--- src/rtl/ex_mem_stage.sv ---
// EX/MEM pipeline boundary: 2-entry elastic buffer (output + skid register) with
// a registered ready and a condition-code register updated in accept order.
module ex_mem_stage #(
   parameter int DATA_W = 16
) (
   input  logic              clk,
   input  logic              rst_n,
   input  logic              ex_valid,
   output logic              ex_ready,
   input  logic [DATA_W-1:0] ex_alu_out,
   input  logic              ex_carry,
   input  logic [2:0]        ex_alu_ctrl,
   input  logic [2:0]        ex_rdst,
   input  logic              ex_reg_write,
   input  logic              ex_mem_read,
   input  logic              ex_mem_write,
   input  logic [DATA_W-1:0] ex_store_data,
   input  logic              flush,
   output logic              mem_valid,
   input  logic              mem_ready,
   output logic [DATA_W-1:0] mem_alu_out,
   output logic [2:0]        mem_rdst,
   output logic              mem_reg_write,
   output logic              mem_mem_read,
   output logic              mem_mem_write,
   output logic [DATA_W-1:0] mem_store_data,
   output logic [2:0]        ccr
);

   localparam int PL_W = 2*DATA_W + 6;

   typedef enum logic [1:0] {EMPTY = 2'd0, ONE = 2'd1, TWO = 2'd2} state_t;

   state_t           r_state;
   state_t           w_state_nxt;
   logic [PL_W-1:0]  r_out_pl;
   logic [PL_W-1:0]  r_skid_pl;
   logic [PL_W-1:0]  w_in_pl;
   logic [2:0]       r_ccr;
   logic             w_accept;
   logic             w_taken;
   logic             w_ld_out_in;
   logic             w_ld_out_skid;
   logic             w_ld_skid;

   assign w_in_pl  = {ex_alu_out, ex_rdst, ex_reg_write, ex_mem_read, ex_mem_write, ex_store_data};
   assign ex_ready  = (r_state != TWO);
   assign mem_valid = (r_state != EMPTY);
   assign w_accept  = ex_valid && ex_ready;
   assign w_taken   = mem_valid && mem_ready;

   assign {mem_alu_out, mem_rdst, mem_reg_write, mem_mem_read, mem_mem_write, mem_store_data} = r_out_pl;
   assign ccr = r_ccr;

   always_comb begin
      w_state_nxt   = r_state;
      w_ld_out_in   = 1'b0;
      w_ld_out_skid = 1'b0;
      w_ld_skid     = 1'b0;
      if (flush) begin
         w_state_nxt = EMPTY;
      end else begin
         unique case (r_state)
            EMPTY: begin
               if (w_accept) begin
                  w_state_nxt = ONE;
                  w_ld_out_in = 1'b1;
               end
            end
            ONE: begin
               if (w_accept && !w_taken) begin
                  w_state_nxt = TWO;
                  w_ld_skid   = 1'b1;
               end else if (!w_accept && w_taken) begin
                  w_state_nxt = EMPTY;
               end else if (w_accept && w_taken) begin
                  w_ld_out_in = 1'b1;
               end
            end
            TWO: begin
               if (w_taken) begin
                  w_state_nxt   = ONE;
                  w_ld_out_skid = 1'b1;
               end
            end
            default: w_state_nxt = EMPTY;
         endcase
      end
   end

   always_ff @(posedge clk or negedge rst_n) begin
      if (!rst_n) begin
         r_state   <= EMPTY;
         r_out_pl  <= '0;
         r_skid_pl <= '0;
      end else begin
         r_state <= w_state_nxt;
         if (w_ld_out_in)   r_out_pl  <= w_in_pl;
         if (w_ld_out_skid) r_out_pl  <= r_skid_pl;
         if (w_ld_skid)     r_skid_pl <= w_in_pl;
      end
   end

   // Flags follow accept order, so a flushed (dropped) accept leaves them alone.
   always_ff @(posedge clk or negedge rst_n) begin
      if (!rst_n) begin
         r_ccr <= 3'b000;
      end else if (w_accept && !flush) begin
         case (ex_alu_ctrl)
            3'b001: r_ccr <= {ex_alu_out[DATA_W-1], ex_carry, (ex_alu_out == '0)};
            3'b010: r_ccr <= {ex_alu_out[DATA_W-1], r_ccr[1], (ex_alu_out == '0)};
            default: r_ccr <= r_ccr;
         endcase
      end
   end

endmodule

--- config.mk ---
export PLATFORM = sky130hd
export DESIGN_NAME = ex_mem_stage
export DESIGN_NICKNAME = d
export VERILOG_FILES = /design/src/rtl/ex_mem_stage.sv
export SDC_FILE = /design/constraint.sdc
export NUM_CORES = 1
export LEC_CHECK = 0
export CORE_ASPECT_RATIO = 1.4
export CORE_MARGIN = 2
export CORE_UTILIZATION = 50
export DETAILED_ROUTE_END_ITERATION = 8
export MAX_ROUTING_LAYER = met4
export PLACE_DENSITY = 0.84
export SYNTH_ARGS = -nofsm -noshare
export SYNTH_HDL_FRONTEND = slang
export SYNTH_SLANG_ARGS = --single-unit
--- constraint.sdc ---
create_clock -name clk -period 4.7 [get_ports clk]
set_clock_uncertainty 0.2 [all_clocks]
set_input_delay 0.94 -clock clk [delete_from_list [all_inputs] [get_ports clk]]
set_output_delay 0.94 -clock clk [all_outputs]
set_load 0.02 [all_outputs]
## After elaboration in Yosys (flattened, before gate mapping)

Index checks and enable logic that the tools add are counted.

- Flip-flop bits (word level): 81
- Output and inout port bits: 43

- Equality and inequality tests: 8
- Multiplexer cells: 21
- Bitwise gates (word level): 1
- Reduce and logical (&&, ||, !) cells: 17

Operators by type and width:

| kind | count |
|---|---|
| 38-bit 2-to-1 mux | 2 |
| 16-bit logical NOT | 1 |
| 1-bit 2-to-1 mux | 11 |
| 2-bit 2-to-1 mux | 5 |
| 1-bit logical AND | 6 |
| 3-bit inequality test, second input constant | 2 |
| 2-bit one-hot mux with 3 select lines | 1 |
| 3-bit one-hot mux with 2 select lines | 1 |
| 3-bit AND reduction | 2 |
| 2-bit nonzero test | 3 |
| 4-bit inequality test, second input constant | 1 |
| 3-bit by 1-bit == test with 1-bit output, second input constant | 1 |
| 3-bit by 2-bit == test with 1-bit output, second input constant | 1 |
| 1-bit logical NOT | 3 |
| 2-bit by 1-bit == test with 1-bit output, second input constant | 1 |
| 2-bit == test, second input constant | 1 |
| 2-bit logical NOT | 1 |
| 2-bit inequality test, second input constant | 1 |
| 1-bit one-hot mux with 2 select lines | 1 |
| 2-bit AND reduction | 1 |
| 1-bit NOT | 1 |

## Depth between registers and ports, before layout

Gate-level depths: netlist (run 1).

- Depth after elaboration: 10
- Depth in mapped cells: 5
- Mapped depth without buffers: 3

## Worst setup path after synthesis (run 1)

No wires, ideal clock.

- Path kind: in2reg
- From: input port flush
- To: register r_out_pl[18]
- Setup time: 0.125 ns
- Arrival time: 2.059 ns
- Setup slack: 2.316 ns
- Stages on the path: 5
- Cell sequence: and4bb_1 -> buf_6 -> buf_8 -> mux2_4 -> mux2_4

- Cells in the longest elaborated chain, start to end: 2

RTL lines:

| what | RTL line | source |
|---|---|---|
| from (decl) | 18 | `input logic flush,` |
| 1-bit 2-to-1 mux | 60 | `if (flush) begin` |
| 38-bit 2-to-1 mux or 2-bit nonzero test (tied branches) | -- |  |
| to (signal assigned) | 98 | `if (w_ld_out_in) r_out_pl <= w_in_pl;` |
| to (signal assigned) | 99 | `if (w_ld_out_skid) r_out_pl <= r_skid_pl;` |
| to (decl) | 36 | `logic [PL_W-1:0] r_out_pl;` |

Several ways; a longest one is shown, not always the timed one.
A chain may end at the register's enable or synchronous reset.

## Worst setup path in the final report (run 1)

- From: input port flush
- To: register r_out_pl[5]

The elaborated chain is that of the path after synthesis.

==> results of run 1 <==
[path summary, 6_finish.rpt]
path / start / to / slack, ps / cells after the start
max: flush / r_out_pl[5] / 1500 / 5
min: r_skid_pl[15] / r_skid_pl[15] / 310 / 1
max reg2reg: r_state[0] / r_out_pl[5] / 2140 / 4
min reg2reg: r_skid_pl[15] / r_skid_pl[15] / 310 / 1
max in group asynchronous: rst_n / r_out_pl[29] / 3080 / 1
min in group asynchronous: rst_n / r_out_pl[2] / 520 / 1
[report_power, final]
| group | internal [mW] | total [mW] | switching [mW] | leakage [nW] |
|---|---|---|---|---|
| logic | 0.335 | 0.553 | 0.218 | 1.03 |
| clock network | 0.249 | 0.482 | 0.233 | 0.102 |
| registers | 0.864 | 0.952 | 0.0875 | 0.976 |
| total | 1.45 | 1.99 | 0.538 | 2.11 |
[cell usage in the layout, fill, tap and decap left out, types with 2 or more instances in the layout]
cell | Yosys | final
buf_4 | 1 | 4
mux2_2 | 76 | 76
nor2_1 | 2 | 2
nand2_1 | 2 | 2
mux2i_1 | 2 | 2
clkbuf_8 | 0 | 13
nor4_1 | 4 | 4
mux2_4 | 40 | 40
clkinv_2 | 0 | 2
dfrtp_1 | 81 | 81
clkdlybuf4s50_1 | 0 | 88
[per-layer routing]
| metal | share of wire (%) | wire length (um) | vias to the layer above | GRT usage [%] |
|---|---|---|---|---|
| met4 | 2.7 | 187 | 0 | 9.44 |
| li1 | - | - | 1036 | - |
| met5 | 0 | 0 | - | - |
| met1 | 43 | 2950 | 1104 | 22.3 |
| met3 | 3.4 | 233 | 12 | 3.70 |
| met2 | 51 | 3560 | 56 | 29.1 |
[worst reg2reg max path, cell delays in order (launching register included)]
cell	delay [ps]
dfrtp_1	480
and4bb_2	810
buf_4	340
mux2_2	350
mux2_2	260
[state kept, by name, summed over array words and instances (netlist names)]
signal and cells:
ccr 3, r_out_pl 38, r_skid_pl 38, r_state 2
[final cells by class]
type	count	share of cell area [%]
Tap cell	97	2.47
Timing Repair Buffer	92	18.5
Inverter	1	0.0764
Clock inverter	2	0.204
Sequential cell	81	41.3
Multi-Input combinational cell	142	33.7
Clock buffer	14	3.72
[metrics by stage]
step | setup slack [ps] | utilization (%) | total power, mW | area, um2 | hold WS [ps]
2_1_floorplan | 2320 | - | 1.26 | 3780 | 274
3_3_place_gp | 1170 | 64.1 | 1.50 | 4720 | 281
3_5_place_dp | 1160 | 64.1 | 1.52 | 4720 | 293
4_1_cts | 1520 | 66.8 | 2.01 | 4910 | 310
5_1_grt | 1420 | 66.8 | 2.09 | 4910 | 321
6_report | 1500 | 66.8 | 1.99 | 4910 | 305
[logic make-up (layout without fill, tap and decap cells)]
kind of cell              after synthesis  in the layout
AOI/OAI and AO/OA                       4              4
xor gates and xnor gates                1              1
buffers and inverters                  13            109
DFF                                    81             81
muxes                                 118            118
and+or+nand+nor                        19             19
==> run_results.csv, run 1 <==
group,metric,value,unit
drt,wl_per_cell,16.1,um
yosys,post_synth.cell_area_avg,16.0,um2
global_route,antenna_violations_before_repair,0,
yosys,synth_compound_area_share,0.928,%
drt,post_route_antenna_net_violation_count,0,
placement,finalWeightedCongestion,0.719,
clocking,h_tree_lvls,3,
pwr,vdd.ir_drop.worst,194,uV
yosys,synth_flop_cell,"dfrtp_1",
drt,drcViolationCount,0,
placement,place.port_buffers,89,
yosys,netlist_top_cells_area,"dfrtp_1 (54%), mux2_2 (23%), mux2_4 (16%), buf_6 (0.89%), buf_2 (0.80%)",
clocking,clk_lat_worst_skew,340,ps
yosys,mappedNetlistNets,283,
yosys,synthTopCellsByCount,"dfrtp_1 (81), mux2_2 (76), mux2_4 (40)",
cells_and_area,drive_above_1_share,42.5,%
yosys,share_of_synthesized_cell_area_in_full_adder_half_adder_and_majority_cells,0,%
cells_and_area,filler_cell_count,515,
yosys,synth-edff-count,0,
sta,finalSetupViolations,0,
cells_and_area,final_net_count,374,
die,die-area,0.00827,mm2
sta,rsz0062_at_grt,"no",
global_route,via_count_of_the_first_global_routing_pass,2305,
critical_path,path_cells,"clkdlybuf4s50_1 > and4bb_2 > buf_4 > mux2_2 > mux2_2",
pwr,ratio_of_total_power_to_cell_area,404,mW/mm2
clocking,post_cts.repair.setup_buffers,0,
global_route,global_route.overflow_total,0,
critical_path,crit_family,"buffers and inverters",
cells_and_area,area.growth.synth_to_final,30.1,%
clocking,post_cts_resize_count,0,
drt,route.final.wire_length,6930,um
yosys,synth_xor_area_share,0.232,%
run,max_cap_violations,0,
clocking,clock_tree.root_cell,"clkbuf_8",
critical_path,worst_setup_path_end_kind,"register",
yosys,ys.warnings.count,0,
die,core_area,0.00736,mm2
yosys,syn_area,0.00378,mm2
die,ios,90,
cells_and_area,final_cells,429,
sta,max-slew-margin-rel,33.5,%
sta,post-route-period-util,68.0,%
sta,setup_tns,0,ps
clocking,clock_tree_from_tritoncts,"yes",
critical_path,critPathMaxFanout,21,
critical_path,critPathRequiredTime,4730,ps
yosys,syn_inst,236,
critical_path,critPathMostFrequentCell,"mux2_2",
die,start_util,51.3,%
run_status,run_status,"finished, final reports clean",
yosys,ys_types,27,
yosys,synthMostInstantiatedCell,"dfrtp_1",
sta,tightest_slew,997,ps
yosys,netlist.area_leader.share,53.7,%
sta,max_freq,0.313,GHz
drt,routed-via-count,2208,
clocking,max-clock-path-buffers,2,
yosys,synth_top_family_by_area,"multiplexers",
yosys,synth_top_area_cell,"dfrtp_1",
critical_path,timing.critical_path.slowest_stage_cell,"and4bb_2",
critical_path,critical_path_class,"in2reg",
die,dieHeight,107,um
yosys,yosys_register_bits,81,
placement,dpl.hpwl,4740,um
cells_and_area,multi_input_comb_area,0.00166,mm2
yosys,post_synthesis_async_set_or_reset_flop_share,100,%
sta,report.final.hold_viol_count,0,
drt,drt_pre_antenna_iters,4,
cells_and_area,regArea,0.00203,mm2
placement,dpl.cell_count,413,
pwr,static-leakage-power,2.11,nW
critical_path,timing.critical_path.arrival,3220,ps
die,x_dimension_of_the_die,77.4,um
clocking,numCtsBuffers,9,
yosys,synthMuxAreaShare,39.1,%
clocking,worst_setup_hold_path_clk_slew,80,ps
critical_path,max_stage_delay,820,ps
clocking,hold_buffers,0,
clocking,clock_sinks,81,
critical_path,cp_num_buf_inv,2,
yosys,synth_simple_gate_area_share,3.28,%
drt,first_iter_violations,99,
cells_and_area,num_antenna_cells,0,
sta,slew_violations,0,
global_route,grt_use_total,18.3,%
yosys,synth-seq-area-share,53.7,%
hold_path,holdCritPathClass,"reg2reg",
drt,via_per_inst,5.15,
die,rows,37,
global_route,grt_start_max_net_pins,82,
global_route,grt_pass1_wl,11200,um
sta,layout_min_cycle_time,3200,ps
critical_path,critPathLaunchType,"input pin",
(Power assumes the default switching activity.)
==> inputs of run 2 (changes only) <==
==> constraint.sdc (replaced) <==
create_clock -name clk -period 3.1 [get_ports clk]
set_clock_uncertainty 0.2 [all_clocks]
set_input_delay 0.62 -clock clk [delete_from_list [all_inputs] [get_ports clk]]
set_output_delay 0.62 -clock clk [all_outputs]
set_load 0.02 [all_outputs]
==> run_results.csv, run 2 (same netlist as run 1, synthesis figures left out) <==
group,metric,value,unit
run_status,run_status,"finished, final reports clean",
drt,drt_pre_antenna_iters,4,
clocking,max-clock-path-buffers,2,
global_route,global_route.overflow_total,0,
clocking,hold_buffers,0,
critical_path,worst_setup_path_end_kind,"register",
hold_path,holdCritPathClass,"in2async",
sta,post-route-period-util,91.3,%
global_route,grt_start_max_net_pins,82,
drt,route.final.wire_length,7010,um
clocking,clock_tree.root_cell,"clkbuf_8",
clocking,post_cts_resize_count,0,
pwr,ratio_of_total_power_to_cell_area,621,mW/mm2
die,ios,90,
critical_path,critPathRequiredTime,3130,ps
die,rows,37,
global_route,via_count_of_the_first_global_routing_pass,2415,
placement,finalWeightedCongestion,0.720,
cells_and_area,drive_above_1_share,43.2,%
clocking,h_tree_lvls,3,
sta,max_freq,0.353,GHz
die,start_util,51.3,%
clocking,worst_setup_hold_path_clk_slew,80,ps
sta,setup_tns,0,ps
global_route,antenna_violations_before_repair,0,
clocking,numCtsBuffers,9,
cells_and_area,num_antenna_cells,0,
drt,first_iter_violations,101,
cells_and_area,layout.cells.most_common,"clkdlybuf4s50_1",
run,max_cap_violations,0,
critical_path,timing.critical_path.slowest_stage_cell,"o31ai_4",
sta,slew_violations,0,
clocking,post_cts.repair.setup_buffers,0,
cells_and_area,area.growth.synth_to_final,32.4,%
drt,post_route_antenna_net_violation_count,0,
global_route,grt_pass1_wl,12000,um
die,die-area,0.00827,mm2
pwr,vdd.ir_drop.worst,347,uV
drt,routed-via-count,2254,
critical_path,cp_num_buf_inv,2,
placement,place.port_buffers,89,
critical_path,critical_path_class,"in2reg",
critical_path,path_cells,"clkdlybuf4s50_1 > mux2i_1 > o31ai_4 > buf_4 > mux2_2",
sta,max-slew-margin-rel,24.2,%
critical_path,critPathLaunchType,"input pin",
cells_and_area,filler_cell_count,538,
sta,finalSetupViolations,0,
clocking,clock_tree_from_tritoncts,"yes",
sta,layout_min_cycle_time,2830,ps
critical_path,timing.critical_path.arrival,2860,ps
cells_and_area,most-common-layout-cells,"clkdlybuf4s50_1 (88), dfrtp_1 (81), mux2_2 (76)",
die,core_area,0.00736,mm2
placement,dpl.hpwl,4820,um
die,dieHeight,107,um
sta,tightest_slew,1140,ps
cells_and_area,final_net_count,378,
drt,drcViolationCount,0,
clocking,clk_lat_worst_skew,340,ps
critical_path,critPathMaxFanout,17,
sta,rsz0062_at_grt,"no",
global_route,grt_use_total,19.1,%
critical_path,crit_family,"compound AO/OA/AOI/OAI gates",
drt,via_per_inst,5.21,
drt,wl_per_cell,16.2,um
pwr,static-leakage-power,2.14,nW
clocking,clock_sinks,81,
critical_path,max_stage_delay,920,ps
cells_and_area,finalCoreUtilization,67.9,%
sta,report.final.hold_viol_count,0,
die,x_dimension_of_the_die,77.4,um
[run 2: cell type report]
cell class	instances	area, um2	area share [%]
Inverter	1	3.75	0.0751
Tap cell	97	121	2.43
Timing Repair Buffer	96	978	19.6
Sequential cell	81	2030	40.6
Clock inverter	6	82.6	1.65
Multi-Input combinational cell	142	1660	33.2
Clock buffer	10	128	2.55
[run 2: worst paths after layout]
path | start | endpoint | slack (ps) | depth (start not counted)
setup / recovery | mem_ready | r_out_pl[8] | 270 | 5
hold / removal | rst_n | r_skid_pl[0] | 230 | 1
setup reg to reg | r_state[1] | r_out_pl[8] | 510 | 4
hold reg to reg | r_skid_pl[15] | r_skid_pl[15] | 300 | 1
max in group asynchronous | rst_n | ccr[0] | 1810 | 1
min in group clk | r_skid_pl[15] | r_skid_pl[15] | 300 | 1
[run 2: stage by stage]
stage / hold WS (ps) / power, mW / cells / setup WS (ps) / area [um2]
floorplan: 124 / 1.92 / 236 / 1040 / 3780
global placement: 281 / 2.29 / 417 / -16.6 / 4790
detailed placement: 288 / 2.32 / 417 / -126 / 4790
CTS: 268 / 3.14 / 433 / 254 / 5000
global route: 318 / 3.26 / 433 / 147 / 5000
finish: 229 / 3.10 / 433 / 270 / 5000
[run 2: routing by layer]
| layer | routed length [um] | track usage, % |
|---|---|---|
| met5 | 0 | - |
| met1 | 3040 | 23.1 |
| met2 | 3520 | 31.1 |
| met3 | 242 | 3.11 |
| met4 | 214 | 9.57 |
[run 2: report_power, final]
group	total [mW]	switching [mW]	leakage (nW)	internal, mW
Combinational	0.847	0.331	1.06	0.516
Clock	0.813	0.364	0.106	0.450
Sequential	1.44	0.131	0.976	1.31
Total	3.10	0.826	2.14	2.28
==> inputs of run 3 (changes only) <==
--- a/config.mk
+++ b/config.mk
@@ -5,6 +5,7 @@
 export SDC_FILE = /design/constraint.sdc
 export NUM_CORES = 1
 export LEC_CHECK = 0
+export CAP_MARGIN = 20
 export CORE_ASPECT_RATIO = 1.4
 export CORE_MARGIN = 2
 export CORE_UTILIZATION = 50
==> run_results.csv, run 3 (same netlist as run 1, synthesis figures left out) <==
group,metric,value,unit
run_status,run_status,"finished, final reports clean",
pwr,vdd.ir_drop.worst,349,uV
run,max_cap_violations,0,
clocking,max-clock-path-buffers,2,
critical_path,worst_setup_path_end_kind,"primary output",
global_route,antenna_violations_before_repair,0,
die,x_dimension_of_the_die,77.4,um
pwr,static-leakage-power,2.17,nW
global_route,grt_use_met2,31.1,%
placement,finalWeightedCongestion,0.720,
critical_path,timing.critical_path.slowest_stage_cell,"clkdlybuf4s50_1",
die,core_area,0.00736,mm2
drt,drt_pre_antenna_iters,4,
global_route,grt_pass1_wl,12000,um
drt,via_per_inst,5.20,
global_route,grt_use_total,19.1,%
clocking,clock_sinks,81,
critical_path,cp_num_buf_inv,1,
sta,finalSetupViolations,0,
clocking,clk_lat_worst_skew,340,ps
clocking,clock_tree.root_cell,"clkbuf_8",
cells_and_area,layout.cells.most_common,"clkdlybuf4s50_1",
cells_and_area,finalCoreUtilization,68.8,%
clocking,h_tree_lvls,3,
drt,post_route_antenna_net_violation_count,0,
cells_and_area,most-common-layout-cells,"clkdlybuf4s50_1 (88), dfrtp_1 (81), mux2_2 (76)",
die,ios,90,
clocking,clock_tree_from_tritoncts,"yes",
global_route,met1_track_demand_over_resource,23.1,%
sta,slew_violations,0,
drt,wl_per_cell,16.3,um
pwr,post-layout-total-power,3.12,mW
drt,routed-via-count,2266,
clocking,numCtsBuffers,9,
sta,hold-worst-slack,307,ps
die,rows,37,
drt,route.final.wire_length,7090,um
critical_path,critical_path_class,"reg2out",
critical_path,max_stage_delay,630,ps
clocking,post_cts_resize_count,0,
sta,tightest_slew,496,ps
sta,max_freq,0.397,GHz
critical_path,critPathLaunchType,"register",
die,start_util,51.3,%
cells_and_area,area.growth.synth_to_final,34.1,%
sta,rsz0062_at_grt,"no",
sta,setup_tns,0,ps
critical_path,timing.critical_path.arrival,1700,ps
global_route,global_route.usage.met3,3.11,%
drt,first_iter_violations,85,
cells_and_area,num_antenna_cells,0,
placement,place.port_buffers,89,
sta,post-route-period-util,81.3,%
sta,layout_min_cycle_time,2520,ps
placement,dpl.hpwl,4820,um
die,die-area,0.00827,mm2
cells_and_area,final_net_count,381,
clocking,worst_setup_hold_path_clk_slew,80,ps
die,dieHeight,107,um
global_route,grt_busiest_layer,"met2",
critical_path,crit_family,"buffers and inverters",
global_route,via_count_of_the_first_global_routing_pass,2415,
sta,report.final.hold_viol_count,0,
global_route,global_route.overflow_total,0,
sta,max-slew-margin-rel,66.9,%
hold_path,holdCritPathClass,"reg2reg",
pwr,ratio_of_total_power_to_cell_area,615,mW/mm2
cells_and_area,drive_above_1_share,43.4,%
global_route,grt_start_max_net_pins,82,
drt,drcViolationCount,0,
critical_path,critPathRequiredTime,2280,ps
critical_path,path_cells,"nand2b_1 > clkdlybuf4s50_1",
critical_path,critPathMaxFanout,8,
-- run 3: cell count changes in the layout (fill, tap and decap cells not counted), sizes merged --
cell / previous run / this run
buf: 8 / 10
dlygate4sd3: 0 / 1
-- run 3: layout make-up --
class | count | area, um2
clock buffer | 10 | 128
clock inverter | 6 | 82.6
fill | 533 | 2300
inverter | 1 | 3.75
multi-input combinational | 142 | 1660
sequential | 81 | 2030
tap | 97 | 121
timing repair buffer | 99 | 1040
-- run 3: where the power goes --
| group | internal [mW] | switching (mW) | total (mW) |
|---|---|---|---|
| Combinational | 0.526 | 0.334 | 0.860 |
| Clock | 0.450 | 0.362 | 0.812 |
| Sequential | 1.31 | 0.132 | 1.44 |
-- run 3: routing by layer --
metal	part of all wire [%]	up-vias
met2	50	59
met3	3.6	16
met1	44	1139
met5	0	-
met4	2.9	0
li1	-	1052
-- run 3: path summary, 6_finish.rpt --
check	start	to	slack [ps]	depth (start not counted)
worst min-delay path	r_skid_pl[17]	r_skid_pl[17]	310	1
min in group asynchronous	rst_n	r_skid_pl[30]	530	2
worst min register to register	r_skid_pl[17]	r_skid_pl[17]	310	1
worst max-delay path	r_state[0]	ex_ready	580	2
max in group asynchronous	rst_n	r_skid_pl[1]	1600	3
worst max register to register	r_state[1]	r_out_pl[0]	920	5
-- run 3: per-stage QoR --
stage | setup WS, ps | instance area (um2) | std cells
after floorplan | 1040 | 3780 | 236
final | 579 | 5060 | 436
after detailed placement | -126 | 4790 | 417
after CTS | 254 | 5000 | 433
after global routing | 498 | 5060 | 436
after global placement | -16.6 | 4790 | 417
-- run 3: what timing repair did --
item,4_1_cts,5_1_grt
hold buffers,0,1
hold endpoints to repair,0,8
setup buffers,0,0
